==> config.mk <==
export PLATFORM = sky130hd
export DESIGN_NAME = axi_read_arbiter
export DESIGN_NICKNAME = d
export VERILOG_FILES = /design/src/rtl/axi_arb_pkg.sv /design/src/rtl/rr_arbiter2.sv /design/src/rtl/axi_read_arbiter.sv
export SDC_FILE = /design/constraint.sdc
export NUM_CORES = 1
export LEC_CHECK = 0
export ABC_AREA = 1
export BUFFER_PORTS_ARGS = -buffer_cell sky130_fd_sc_hd__clkbuf_2
export CAP_MARGIN = 25
export CORE_AREA = 8 8 166 168
export CTS_CLUSTER_SIZE = 10
export DETAILED_ROUTE_END_ITERATION = 6
export DIE_AREA = 0 0 174 176
export GPL_TIMING_DRIVEN = 0
export PLACE_DENSITY_LB_ADDON = 0.2
export SYNTH_ARGS = -nofsm -noshare
export SYNTH_HDL_FRONTEND = slang
export SYNTH_SLANG_ARGS = --single-unit
export TNS_END_PERCENT = 1
==> constraint.sdc <==
create_clock -name clk -period 4.1 [get_ports clk]
set_input_delay 0.82 -clock clk [delete_from_list [all_inputs] [get_ports clk]]
set_output_delay 0.82 -clock clk [all_outputs]
set_load 0.005 [all_outputs]
==> src/rtl/axi_arb_pkg.sv <==
// axi_arb_pkg: shared FSM/owner encodings and AXI constants for axi_read_arbiter.
package axi_arb_pkg;
    typedef enum logic [1:0] {IDLE, ADDR, DATA} arb_state_e;
    typedef enum logic {OWN_IC = 1'b0, OWN_DC = 1'b1} owner_e;
    localparam logic [1:0] AXI_BURST_INCR = 2'b01;
    localparam logic [1:0] AXI_RESP_OKAY  = 2'b00;
endpackage

==> src/rtl/rr_arbiter2.sv <==
// rr_arbiter2: two-way IC/DC grant, round-robin on ties unless fixed_prio forces DC.
module rr_arbiter2
    import axi_arb_pkg::*;
(
    input  logic clk,
    input  logic reset,
    input  logic en,
    input  logic fixed_prio,
    input  logic req_ic,
    input  logic req_dc,
    output logic gnt_ic,
    output logic gnt_dc
);
    owner_e last_q, last_d;
    always_comb begin
        gnt_dc = en & req_dc & (~req_ic | fixed_prio | (last_q == OWN_IC));
        gnt_ic = en & req_ic & ~gnt_dc;
        last_d = gnt_dc ? OWN_DC : gnt_ic ? OWN_IC : last_q;
    end
    always_ff @(posedge clk or negedge reset) begin
        if (!reset) last_q <= OWN_DC;
        else        last_q <= last_d;
    end
endmodule

==> src/rtl/axi_read_arbiter.sv <==
// axi_read_arbiter: shares one AXI read channel between I-cache and D-cache line refills.
// Define AXI_ARB_DCACHE_PRIO_EN to make the D-cache win every tie instead of round-robin.
module axi_read_arbiter
    import axi_arb_pkg::*;
#(
    parameter int ID_WIDTH   = 13,
    parameter int ADDR_WIDTH = 64,
    parameter int DATA_WIDTH = 64,
    parameter int BURST_LEN  = 8
) (
    input  logic                  clk,
    input  logic                  reset,
    input  logic                  ic_req_valid,
    input  logic [ADDR_WIDTH-1:0] ic_req_addr,
    output logic                  ic_req_ready,
    output logic [DATA_WIDTH-1:0] ic_rdata,
    output logic                  ic_rvalid,
    output logic                  ic_rlast,
    input  logic                  dc_req_valid,
    input  logic [ADDR_WIDTH-1:0] dc_req_addr,
    output logic                  dc_req_ready,
    output logic [DATA_WIDTH-1:0] dc_rdata,
    output logic                  dc_rvalid,
    output logic                  dc_rlast,
    output logic [ID_WIDTH-1:0]   m_axi_arid,
    output logic [ADDR_WIDTH-1:0] m_axi_araddr,
    output logic [7:0]            m_axi_arlen,
    output logic [2:0]            m_axi_arsize,
    output logic [1:0]            m_axi_arburst,
    output logic                  m_axi_arlock,
    output logic [3:0]            m_axi_arcache,
    output logic [2:0]            m_axi_arprot,
    output logic                  m_axi_arvalid,
    input  logic                  m_axi_arready,
    input  logic [ID_WIDTH-1:0]   m_axi_rid,
    input  logic [DATA_WIDTH-1:0] m_axi_rdata,
    input  logic [1:0]            m_axi_rresp,
    input  logic                  m_axi_rlast,
    input  logic                  m_axi_rvalid,
    output logic                  m_axi_rready,
    output logic                  err
);
    localparam int CW = $clog2(BURST_LEN) + 1;
    localparam int LINE_OFF = $clog2(BURST_LEN * DATA_WIDTH / 8);
    localparam logic [ADDR_WIDTH-1:0] LINE_MASK = {ADDR_WIDTH{1'b1}} << LINE_OFF;
    localparam logic [CW-1:0] LAST_IDX = CW'(BURST_LEN - 1);
    localparam logic [CW-1:0] SAT = CW'(BURST_LEN);
`ifdef AXI_ARB_DCACHE_PRIO_EN
    localparam logic FIXED_PRIO = 1'b1;
`else
    localparam logic FIXED_PRIO = 1'b0;
`endif

    arb_state_e            state_q, state_d;
    owner_e                owner_q, owner_d;
    logic [ADDR_WIDTH-1:0] addr_q, addr_d;
    logic [CW-1:0]         cnt_q, cnt_d;
    logic [DATA_WIDTH-1:0] rdata_q, rdata_d;
    logic                  err_q, err_d;
    logic                  ic_rv_q, ic_rv_d, dc_rv_q, dc_rv_d, rlast_q, rlast_d;
    logic                  gnt_ic, gnt_dc, beat, bad_beat;

    // Ready is held low while reset is asserted even if a request is pending.
    rr_arbiter2 u_arb (
        .clk        (clk),
        .reset      (reset),
        .en         (state_q == IDLE && reset),
        .fixed_prio (FIXED_PRIO),
        .req_ic     (ic_req_valid),
        .req_dc     (dc_req_valid),
        .gnt_ic     (gnt_ic),
        .gnt_dc     (gnt_dc)
    );

    always_ff @(posedge clk or negedge reset) begin
        if (!reset) state_q <= IDLE;
        else        state_q <= state_d;
    end

    always_comb begin
        state_d = (state_q == IDLE && (gnt_ic || gnt_dc)) ? ADDR :
                  (state_q == ADDR && m_axi_arready)      ? DATA :
                  (state_q == DATA && beat && m_axi_rlast) ? IDLE : state_q;
    end

    always_comb begin
        m_axi_arvalid = state_q == ADDR;
        m_axi_rready  = state_q == DATA;
        m_axi_araddr  = addr_q & LINE_MASK;
        m_axi_arid    = ID_WIDTH'(owner_q);
        m_axi_arlen   = 8'(BURST_LEN - 1);
        m_axi_arsize  = 3'($clog2(DATA_WIDTH / 8));
        m_axi_arburst = AXI_BURST_INCR;
        m_axi_arlock  = 1'b0;
        m_axi_arcache = 4'b0011;
        m_axi_arprot  = 3'b000;
        ic_req_ready  = gnt_ic;
        dc_req_ready  = gnt_dc;
        ic_rdata      = rdata_q;
        dc_rdata      = rdata_q;
        ic_rvalid     = ic_rv_q;
        dc_rvalid     = dc_rv_q;
        ic_rlast      = ic_rv_q & rlast_q;
        dc_rlast      = dc_rv_q & rlast_q;
        err           = err_q;
    end

    always_comb begin
        beat     = m_axi_rvalid && state_q == DATA;
        bad_beat = (m_axi_rresp != AXI_RESP_OKAY) || (m_axi_rid != ID_WIDTH'(owner_q)) ||
                   (m_axi_rlast ? cnt_q != LAST_IDX : cnt_q >= LAST_IDX);
        owner_d  = gnt_dc ? OWN_DC : gnt_ic ? OWN_IC : owner_q;
        addr_d   = gnt_dc ? dc_req_addr : gnt_ic ? ic_req_addr : addr_q;
        cnt_d    = (state_q == ADDR && m_axi_arready) ? '0 :
                   (beat && cnt_q != SAT) ? cnt_q + CW'(1) : cnt_q;
        err_d    = err_q | (beat & bad_beat);
        rdata_d  = beat ? m_axi_rdata : rdata_q;
        ic_rv_d  = beat && owner_q == OWN_IC;
        dc_rv_d  = beat && owner_q == OWN_DC;
        rlast_d  = beat && m_axi_rlast;
    end

    always_ff @(posedge clk or negedge reset) begin
        if (!reset) begin
            owner_q <= OWN_IC;
            addr_q  <= '0;
            cnt_q   <= '0;
            rdata_q <= '0;
            err_q   <= 1'b0;
            ic_rv_q <= 1'b0;
            dc_rv_q <= 1'b0;
            rlast_q <= 1'b0;
        end else begin
            owner_q <= owner_d;
            addr_q  <= addr_d;
            cnt_q   <= cnt_d;
            rdata_q <= rdata_d;
            err_q   <= err_d;
            ic_rv_q <= ic_rv_d;
            dc_rv_q <= dc_rv_d;
            rlast_q <= rlast_d;
        end
    end
endmodule

# After elaboration in Yosys (flattened, before gate mapping)
# Cells that the tools add are included.
[word_totals] ff_bits=140 input_bits=214 out_inout_bits=235 word_cells=58
[op_classes] n_addsub=1 magnitude_cmp=1 eq_ne=5 muxes=10 bitwise_logic=13 reduce_logical=18
[op_table] cell="$mux 64" n=2
[op_table] cell="$ne 13x1->1" n=1
[op_table] cell="$logic_and 1x1->1" n=10
[op_table] cell="$mux 4" n=2
[op_table] cell="$and 1x1->1" n=7
[op_table] cell="$mux 2" n=3
[op_table] cell="$reduce_bool 2->1" n=3
[op_table] cell="$add 4x1->4 const B" n=1
[op_table] cell="$ge 4x3->1 const B" n=1
[op_table] cell="$ne 4x3->1 const B" n=1
[op_table] cell="$ne 4x4->1 const B" n=1
[op_table] cell="$not 1->1" n=4
[op_table] cell="$logic_or 1x1->1" n=3
[op_table] cell="$mux 1" n=3
[op_table] cell="$reduce_bool 3->1" n=1
[op_table] cell="$eq 2x1->1 const B" n=1
[op_table] cell="$eq 2x2->1 const B" n=1
[op_table] cell="$logic_not 2->1" n=1
[op_table] cell="$or 1x1->1" n=2

# Depth between registers and ports, before layout
# Gate-level depths: netlist (run 1).
[logic_depth] ltp_word=9 ltp_mapped=8

# Hierarchy
# From an unflattened synthesis (run 1), not the netlist that was laid out.
[unflattened] cells_unflattened=784 area_unflattened_um2=6622.6
[modules_own_cells] module="axi_read_arbiter" instances=1 cells_per_inst=773 area_each_um2=6556.3
[modules_own_cells] module="rr_arbiter2" instances=1 cells_per_inst=11 area_each_um2=66.3

# Worst setup path before layout (run 1)
# OpenSTA, ideal clock, no wires.
[synth_path] kind="in2out" from="input ic_req_valid" to="output ic_req_ready" arrival_time_ps=1476 required_time_ps=3280 path_slack_ps=1804 path_stages=6 cell_sequence="nand2_1 > nand4_2 > buf_2 > buf_2 > inv_1 > nor2_1"
[synth_between] elab_chain_len=5 elab_cells_between_ends=6 classes_between="bitwise: 6"
[synth_lines] item="from (decl)" line_no="axi_read_arbiter.sv:13" text="input logic ic_req_valid,"
[synth_lines] item="$not 1->1" line_no="rr_arbiter2.sv:16" text="gnt_dc = en & req_dc & (~req_ic | fixed_prio | (last_q == OWN_IC));"
[synth_lines] item="$or 1x1->1" line_no="rr_arbiter2.sv:16"
[synth_lines] item="$and 1x1->1" line_no="rr_arbiter2.sv:16"
[synth_lines] item="via dc_req_ready" line_no="axi_read_arbiter.sv:21" text="output logic dc_req_ready,"
[synth_lines] item="$not 1->1" line_no="rr_arbiter2.sv:17" text="gnt_ic = en & req_ic & ~gnt_dc;"
[synth_lines] item="$and 1x1->1" line_no="rr_arbiter2.sv:17"
[synth_lines] item="to (decl)" line_no="axi_read_arbiter.sv:15" text="output logic ic_req_ready,"
# The timed path passes the listed nets, and every way through them passes these cells.

# Worst setup path in the final report (run 1)
[layout_path] from="input reset" to="output ic_req_ready"
[layout_between] elab_chain_len=5 elab_cells_between_ends=6 classes_between="bitwise: 5; reduce/logical: 1"
[layout_lines] item="from (decl)" line_no="axi_read_arbiter.sv:12" text="input logic reset,"
[layout_lines] item="$logic_and 1x1->1 (*)" line_no="axi_read_arbiter.sv:67" text=".en (state_q == IDLE && reset),"
[layout_lines] item="$and 1x1->1 (2 in series)" line_no="rr_arbiter2.sv:16"
[layout_lines] item="$not 1->1" line_no="rr_arbiter2.sv:17"
[layout_lines] item="$and 1x1->1 (*)" line_no="rr_arbiter2.sv:17"
# Mark *: on every way between the ends. The rest lies on a longest branch, timed or not.

==> results of run 1 <==
worst max-delay path, delay by kind of cell:
kind | cells | cell delay [ns]
buf+inv | 6 | 1.40
simple gates | 2 | 0.21
final cells by class:
cell class | instances | area (sq um) | area share (%)
Buffer | 143 | 990 | 10.1
Sequential cell | 134 | 3350 | 34.2
Clock inverter | 13 | 150 | 1.53
Timing Repair Buffer | 398 | 2020 | 20.6
Multi-Input combinational cell | 523 | 2170 | 22.1
Tap cell | 330 | 413 | 4.21
Clock buffer | 19 | 433 | 4.41
Inverter | 74 | 278 | 2.83
sequential cells by signal, indices dropped and copies added, names as in the netlist:
name,cells
rlast_q,1
u_arb.last_q,1
state_q,2
dc_rvalid,1
err,1
cnt_q,4
dc_rdata,64
ic_rvalid,1
owner_q,1
addr_q,58
where the power goes:
| group | internal (mW) | switching (mW) |
|---|---|---|
| clock | 0.906 | 0.612 |
| sequential | 1.32 | 0 |
| combinational | 0.0988 | 0.0771 |
| total | 2.33 | 0.689 |
per-layer routing:
metal,wire length (um),global-route usage (%)
met1,9700,17.3
met2,12300,27.9
met3,2680,7.73
met4,177,3.10
met5,0,0
cell families (layout without fill, tap and decap cells):
group | count (synthesis) | count (layout) | share of synthesized area [%]
xor gates and xnor gates | 1 | 1 | 0.132
AOI/OAI and AO/OA | 124 | 124 | 9.36
other | 2 | 39 | 0.113
DFF | 134 | 134 | 50.4
buffers and inverters | 217 | 647 | 19.0
and+or+nand+nor | 357 | 357 | 20.6
adders and majority gates | 2 | 2 | 0.376
metrics by stage:
step,instances,utilization [%],setup TNS (ns),total power [mW],setup slack [ns]
2_1_floorplan,874,-,0,1.39,1.80
3_3_place_gp,1601,37.0,-95.03,1.52,-1.57
3_5_place_dp,1602,37.2,0,1.52,0.716
4_1_cts,1634,39.5,0,3.07,0.721
5_1_grt,1634,39.5,0,3.16,0.538
6_report,1634,39.5,0,3.02,0.813
how the worst min path moves through the flow:
| stage | from | end |
|---|---|---|
| final | reset | addr_q[15]$_DFFE_PN0P_ |
| after detailed placement | u_arb.last_q$_DFFE_PN1P_ | u_arb.last_q$_DFFE_PN1P_ |
| after global routing | reset | addr_q[14]$_DFFE_PN0P_ |
| after CTS | reset | addr_q[15]$_DFFE_PN0P_ |
| after floorplan | u_arb.last_q$_DFFE_PN1P_ | u_arb.last_q$_DFFE_PN1P_ |
| after global placement | err$_DFF_PN0_ | err$_DFF_PN0_ |
synthesized netlist by cell type (all sizes together):
cell	instances	area (sq um)
xor2	1	8.76
nand2	331	1240
inv	74	278
a21oi	1	5.00
dfrtp	133	3330
ha	2	25.0
conb	2	7.51
o21ai	122	611
nand4	1	12.5
nand3	8	45.0
buf	127	923
nor3	1	5.00
o21bai	1	7.51
nor2	16	62.6
dfstp	1	26.3
clkbuf	16	66.3
==> reports/results.tsv, run 1 <==
stage	metric	value	unit
floorplanning	IO Pins	449	
placement	Final GP Congestion	0.783	
critical_path	Worst Setup SP	reset	
power_and_ir_drop	LEAKAGE	6.40	nW
critical_path	Setup crit start kind	primary input	
critical_path	WS Path Type	primary input to output pin	
clock_tree	CTS Buffer Depth	2	
floorplanning	Die ar.	0.0306	sq mm
clock_tree	H-tree depth	4	
clock_tree	postcts setup bufs	0	
critical_path	crit-path cells	clkbuf_8, buf_16, nand4_2, buf_2, buf_2, inv_1, nor2_1, clkbuf_2	
placement	IO buf count	397	
timing	unrepaired setup endpoints after global routing	false	
status	status	completed	
layout	Synth-to-Final Area Change	47.5	%
critical_path	critical path's slowest cell	buf_16	
drt	WL final	24800	um
floorplanning	starting density of the core	26.8	%
critical_path	R2R Path Start	state_q[1]$_DFFE_PN0P_	
floorplanning	core box area	0.0248	sq mm
drt	drt initial violations	365	
critical_path	most frequent cell on the critical path	buf_2	
timing	Max Fclk	304	MHz
synthesis	Yosys cell types	23	
timing	post-route clock period utilization	80.2	%
floorplanning	DIE WIDTH	174	um
clock_tree	Clock Sinks	134	
global_route	Total GRT Usage	15.9	%
timing	post-route clock skew	0.0106	ns
synthesis	Syn Inst Count	837	
clock_tree	hold_buf cts	0	
min_path	HP Class	primary input to async pin	
layout	Inserted Diodes	0	
layout	commonest non-fill, non-tap cell in the layout	clkbuf_2	
synthesis	Yosys reg bits	134	
drt	Detail Route Antenna Nets	0	
drt	per-cell routed wire length	15.2	um
critical_path	max incr delay on CP	0.41	ns
critical_path	CP arrival	2.47	ns
clock_tree	CTS buffer count	17	
drt	DR vias	6546	
floorplanning	Row Count	58	
synthesis	synth warn	0	
layout	Fill cells	2666	
critical_path	CP max FO	86	
floorplanning	die height	176	um
critical_path	Critical Path RT	3.28	ns
layout	Net count, final	1507	
placement	Post-DP Area	0.00923	sq mm
global_route	via count of the first global-routing pass	6849	
clock_tree	Clock Pin Slew Worst Setup and Hold Paths	0.06	ns
global_route	largest net degree at the start of global routing	87	
critical_path	RR Endpoint	addr_q[54]$_DFFE_PN0P_	
drt	TritonRoute pass-1 iters	5	
critical_path	Crit. End Element	output pin	
clock_tree	Post-CTS Resized	0	
timing	final hold violation count	0	
clock_tree	Clk Latency, worst-skew pair	0.41	ns
placement	post-detail-place hpwl	20600	um
timing	final setup violation count	0	
power_and_ir_drop	PwrDens	307	mW/mm^2
layout	layout cell share with drive strength beyond 1	43.3	%
timing	min cycle time layout	3.29	ns
synthesis	sequential area share after synthesis	50.4	%
global_route	initial antenna violation count	0	
critical_path	FF-to-FF path depth	8	
global_route	first-pass GRT wire length	38900	um
clock_tree	Root Buffer	clkbuf_16	
drt	Residual DRC	0	
layout	fin area	0.00981	sq mm
power_and_ir_drop	Max VDD drop	0.229	mV
timing	Pins Over Slew Limit	0	
flow_run	max-cap violations	0	
critical_path	crit path capture	ic_req_ready	
synthesis	Mean Syn Cell Area	7.95	sq um
synthesis	Mapped Area	0.00665	sq mm
timing	Fin Hold WS	0.345	ns
drt	post-DR vias/cell	4.01	
layout	most frequent cells in the layout	clkbuf_2, nand2_1, dfrtp_1	
clock_tree	CTS tree	done	
critical_path	r2r setup slk	2.46	ns
global_route	total gr overflow	0	
Power figures use the tool's default switching activity.
==> run 2, diff against run 1 <==
- CORE_AREA: 8 8 166 168 -> 8 8 169 171
- DIE_AREA: 0 0 174 176 -> 0 0 177 179
- clock period: 4.1 -> 3.1 ns (I/O delays scaled with it)
==> run 2 against run 1 <==
Non-clock buffer count rose by 1. Clock skew rose by 0.0027 ns. Setup slack got worse by 0.46 ns. Sequential cell count did not move. Cell area rose by 0.59%. Clock-buffer cell count fell by 1. Sequential share of layout area fell by 0.20 points. First-iteration DRC count rose by 3.6%.
==> reports/results.tsv, run 2 (synthesis gave the netlist of run 1 again) <==
stage	metric	value	unit
status	status	completed	
global_route	total gr overflow	0	
timing	final setup violation count	0	
critical_path	R2R Path Start	state_q[1]$_DFFE_PN0P_	
drt	DR vias	6547	
drt	WL final	25000	um
global_route	initial antenna violation count	0	
power_and_ir_drop	LEAKAGE	6.42	nW
layout	most frequent cells in the layout	clkbuf_2, nand2_1, dfrtp_1	
floorplanning	Row Count	59	
global_route	largest net degree at the start of global routing	89	
drt	per-cell routed wire length	15.3	um
critical_path	most frequent cell on the critical path	buf_2	
timing	unrepaired setup endpoints after global routing	false	
clock_tree	Clock Pin Slew Worst Setup and Hold Paths	0.07	ns
min_path	HP Class	primary input to async pin	
global_route	via count of the first global-routing pass	6710	
layout	Synth-to-Final Area Change	48.3	%
critical_path	crit-path cells	clkbuf_8, buf_16, nand4_2, buf_2, buf_2, inv_1, nor2_1, clkbuf_2	
floorplanning	starting density of the core	25.8	%
drt	post-DR vias/cell	4.00	
clock_tree	postcts setup bufs	0	
critical_path	WS Path Type	primary input to output pin	
floorplanning	die height	179	um
clock_tree	CTS buffer count	17	
flow_run	max-cap violations	0	
critical_path	CP arrival	2.13	ns
power_and_ir_drop	sequential power share	42.4	%
global_route	met3 Use GR	6.91	%
layout	number of flip-flops in the largest register	64	
layout	Final Core Density	38.3	%
critical_path	Setup crit start kind	primary input	
placement	post-detail-place hpwl	20600	um
clock_tree	CTS Buffer Depth	2	
clock_tree	Clk Latency, worst-skew pair	0.41	ns
global_route	global route hottest layer	met2	
critical_path	max incr delay on CP	0.37	ns
power_and_ir_drop	total power	4.13	mW
timing	final hold violation count	0	
global_route	met2 usage	25.7	%
power_and_ir_drop	PwrDens	418	mW/mm^2
critical_path	critical path's slowest cell	clkbuf_8	
floorplanning	IO Pins	449	
clock_tree	Post-CTS Resized	0	
critical_path	Worst Setup SP	reset	
floorplanning	core box area	0.0258	sq mm
critical_path	Crit. End Element	output pin	
layout	Inserted Diodes	0	
drt	Residual DRC	0	
drt	TritonRoute pass-1 iters	5	
power_and_ir_drop	sw power	0.903	mW
global_route	Total GRT Usage	15.1	%
critical_path	Critical Path RT	2.48	ns
timing	post-route clock skew	0.0133	ns
layout	layout cell share with drive strength beyond 1	43.4	%
global_route	first-pass GRT wire length	37800	um
drt	drt initial violations	378	
critical_path	CP max FO	50	
power_and_ir_drop	Max VDD drop	0.318	mV
timing	post-route clock period utilization	88.6	%
timing	Pins Over Slew Limit	0	
timing	Max Fclk	364	MHz
power_and_ir_drop	combinational power share	5.8	%
critical_path	Worst Path Buf+Inv	6	
power_and_ir_drop	Int Pwr	3.22	mW
placement	IO buf count	397	
global_route	GRT met1 Usage	17.2	%
layout	commonest non-fill, non-tap cell in the layout	clkbuf_2	
timing	min cycle time layout	2.75	ns
floorplanning	Die ar.	0.0317	sq mm
critical_path	cell family with most CP delay	buffers and inverters	
drt	Detail Route Antenna Nets	0	
power_and_ir_drop	Net Sw Frac	21.9	%
power_and_ir_drop	power share of the clock group	51.8	%
clock_tree	Clock Sinks	134	
clock_tree	Root Buffer	clkbuf_16	
clock_tree	CTS tree	done	
clock_tree	H-tree depth	4	
floorplanning	DIE WIDTH	177	um
placement	Final GP Congestion	0.787	
layout	Net count, final	1508	
run 2: cell types whose count changed in the layout (fill, tap and decap cells not counted), sizes merged:
cell / before / now
bufinv: 2 / 4
inv: 77 / 75
clkinv: 6 / 5
run 2: cell type report:
| cell class | instances | area, sq um |
|---|---|---|
| fillers | 2769 | 15900 |
| flip-flops and latches | 134 | 3350 |
| multi-input cells | 523 | 2170 |
| repair buffers | 399 | 2050 |
| plain buffers | 143 | 990 |
| clock buffers | 18 | 429 |
| well taps | 335 | 419 |
| inverters | 74 | 278 |
| clock inverters | 12 | 180 |
run 2: per-layer routing:
layer / vias to the layer above / part of all wire [%]
met2: 289 / 48
met3: 13 / 12
li1: 3329 / -
met5: - / 0
met4: 0 / 0.82
met1: 2916 / 39
run 2: per-stage QoR:
| step | hold slack [ns] | instance area (sq um) | std cells | setup TNS (ns) | setup WS [ns] |
|---|---|---|---|---|---|
| after global routing | 0.160 | 9870 | 1638 | 0 | 0.166 |
| after CTS | 0.142 | 9840 | 1637 | 0 | 0.106 |
| after floorplan | 0.324 | 6790 | 874 | 0 | 1.20 |
| after global placement | 0.451 | 9200 | 1606 | -264.75 | -2.20 |
| after detailed placement | 0.460 | 9240 | 1607 | 0 | 0.101 |
| final | 0.146 | 9870 | 1638 | 0 | 0.354 |
run 2: worst paths after layout:
path | to | slack, ns | cells after the start
min reg2reg | u_arb.last_q$_DFFE_PN1P_ | 0.46 | 2
max | ic_req_ready | 0.35 | 8
min | addr_q[14]$_DFFE_PN0P_ | 0.15 | 1
max reg2reg | addr_q[59]$_DFFE_PN0P_ | 1.41 | 8
min in group clk | dc_rdata[15]$_DFFE_PN0P_ | 0.40 | 3
max in group asynchronous | u_arb.last_q$_DFFE_PN1P_ | 2.24 | 2
run 2: power groups by stage:
stage	registers (mW)	logic (mW)	clock network, mW
floorplan	1.78	0.0616	0
global placement	1.78	0.229	0
finish	1.75	0.239	2.14
detailed placement	1.78	0.237	0
global route	1.75	0.271	2.29
CTS	1.75	0.237	2.21
run 2: repair_timing:
item                       in CTS  in global routing
hold buffers                    0                  0
hold endpoints to repair        0                  0
setup endpoints to repair       0                  1
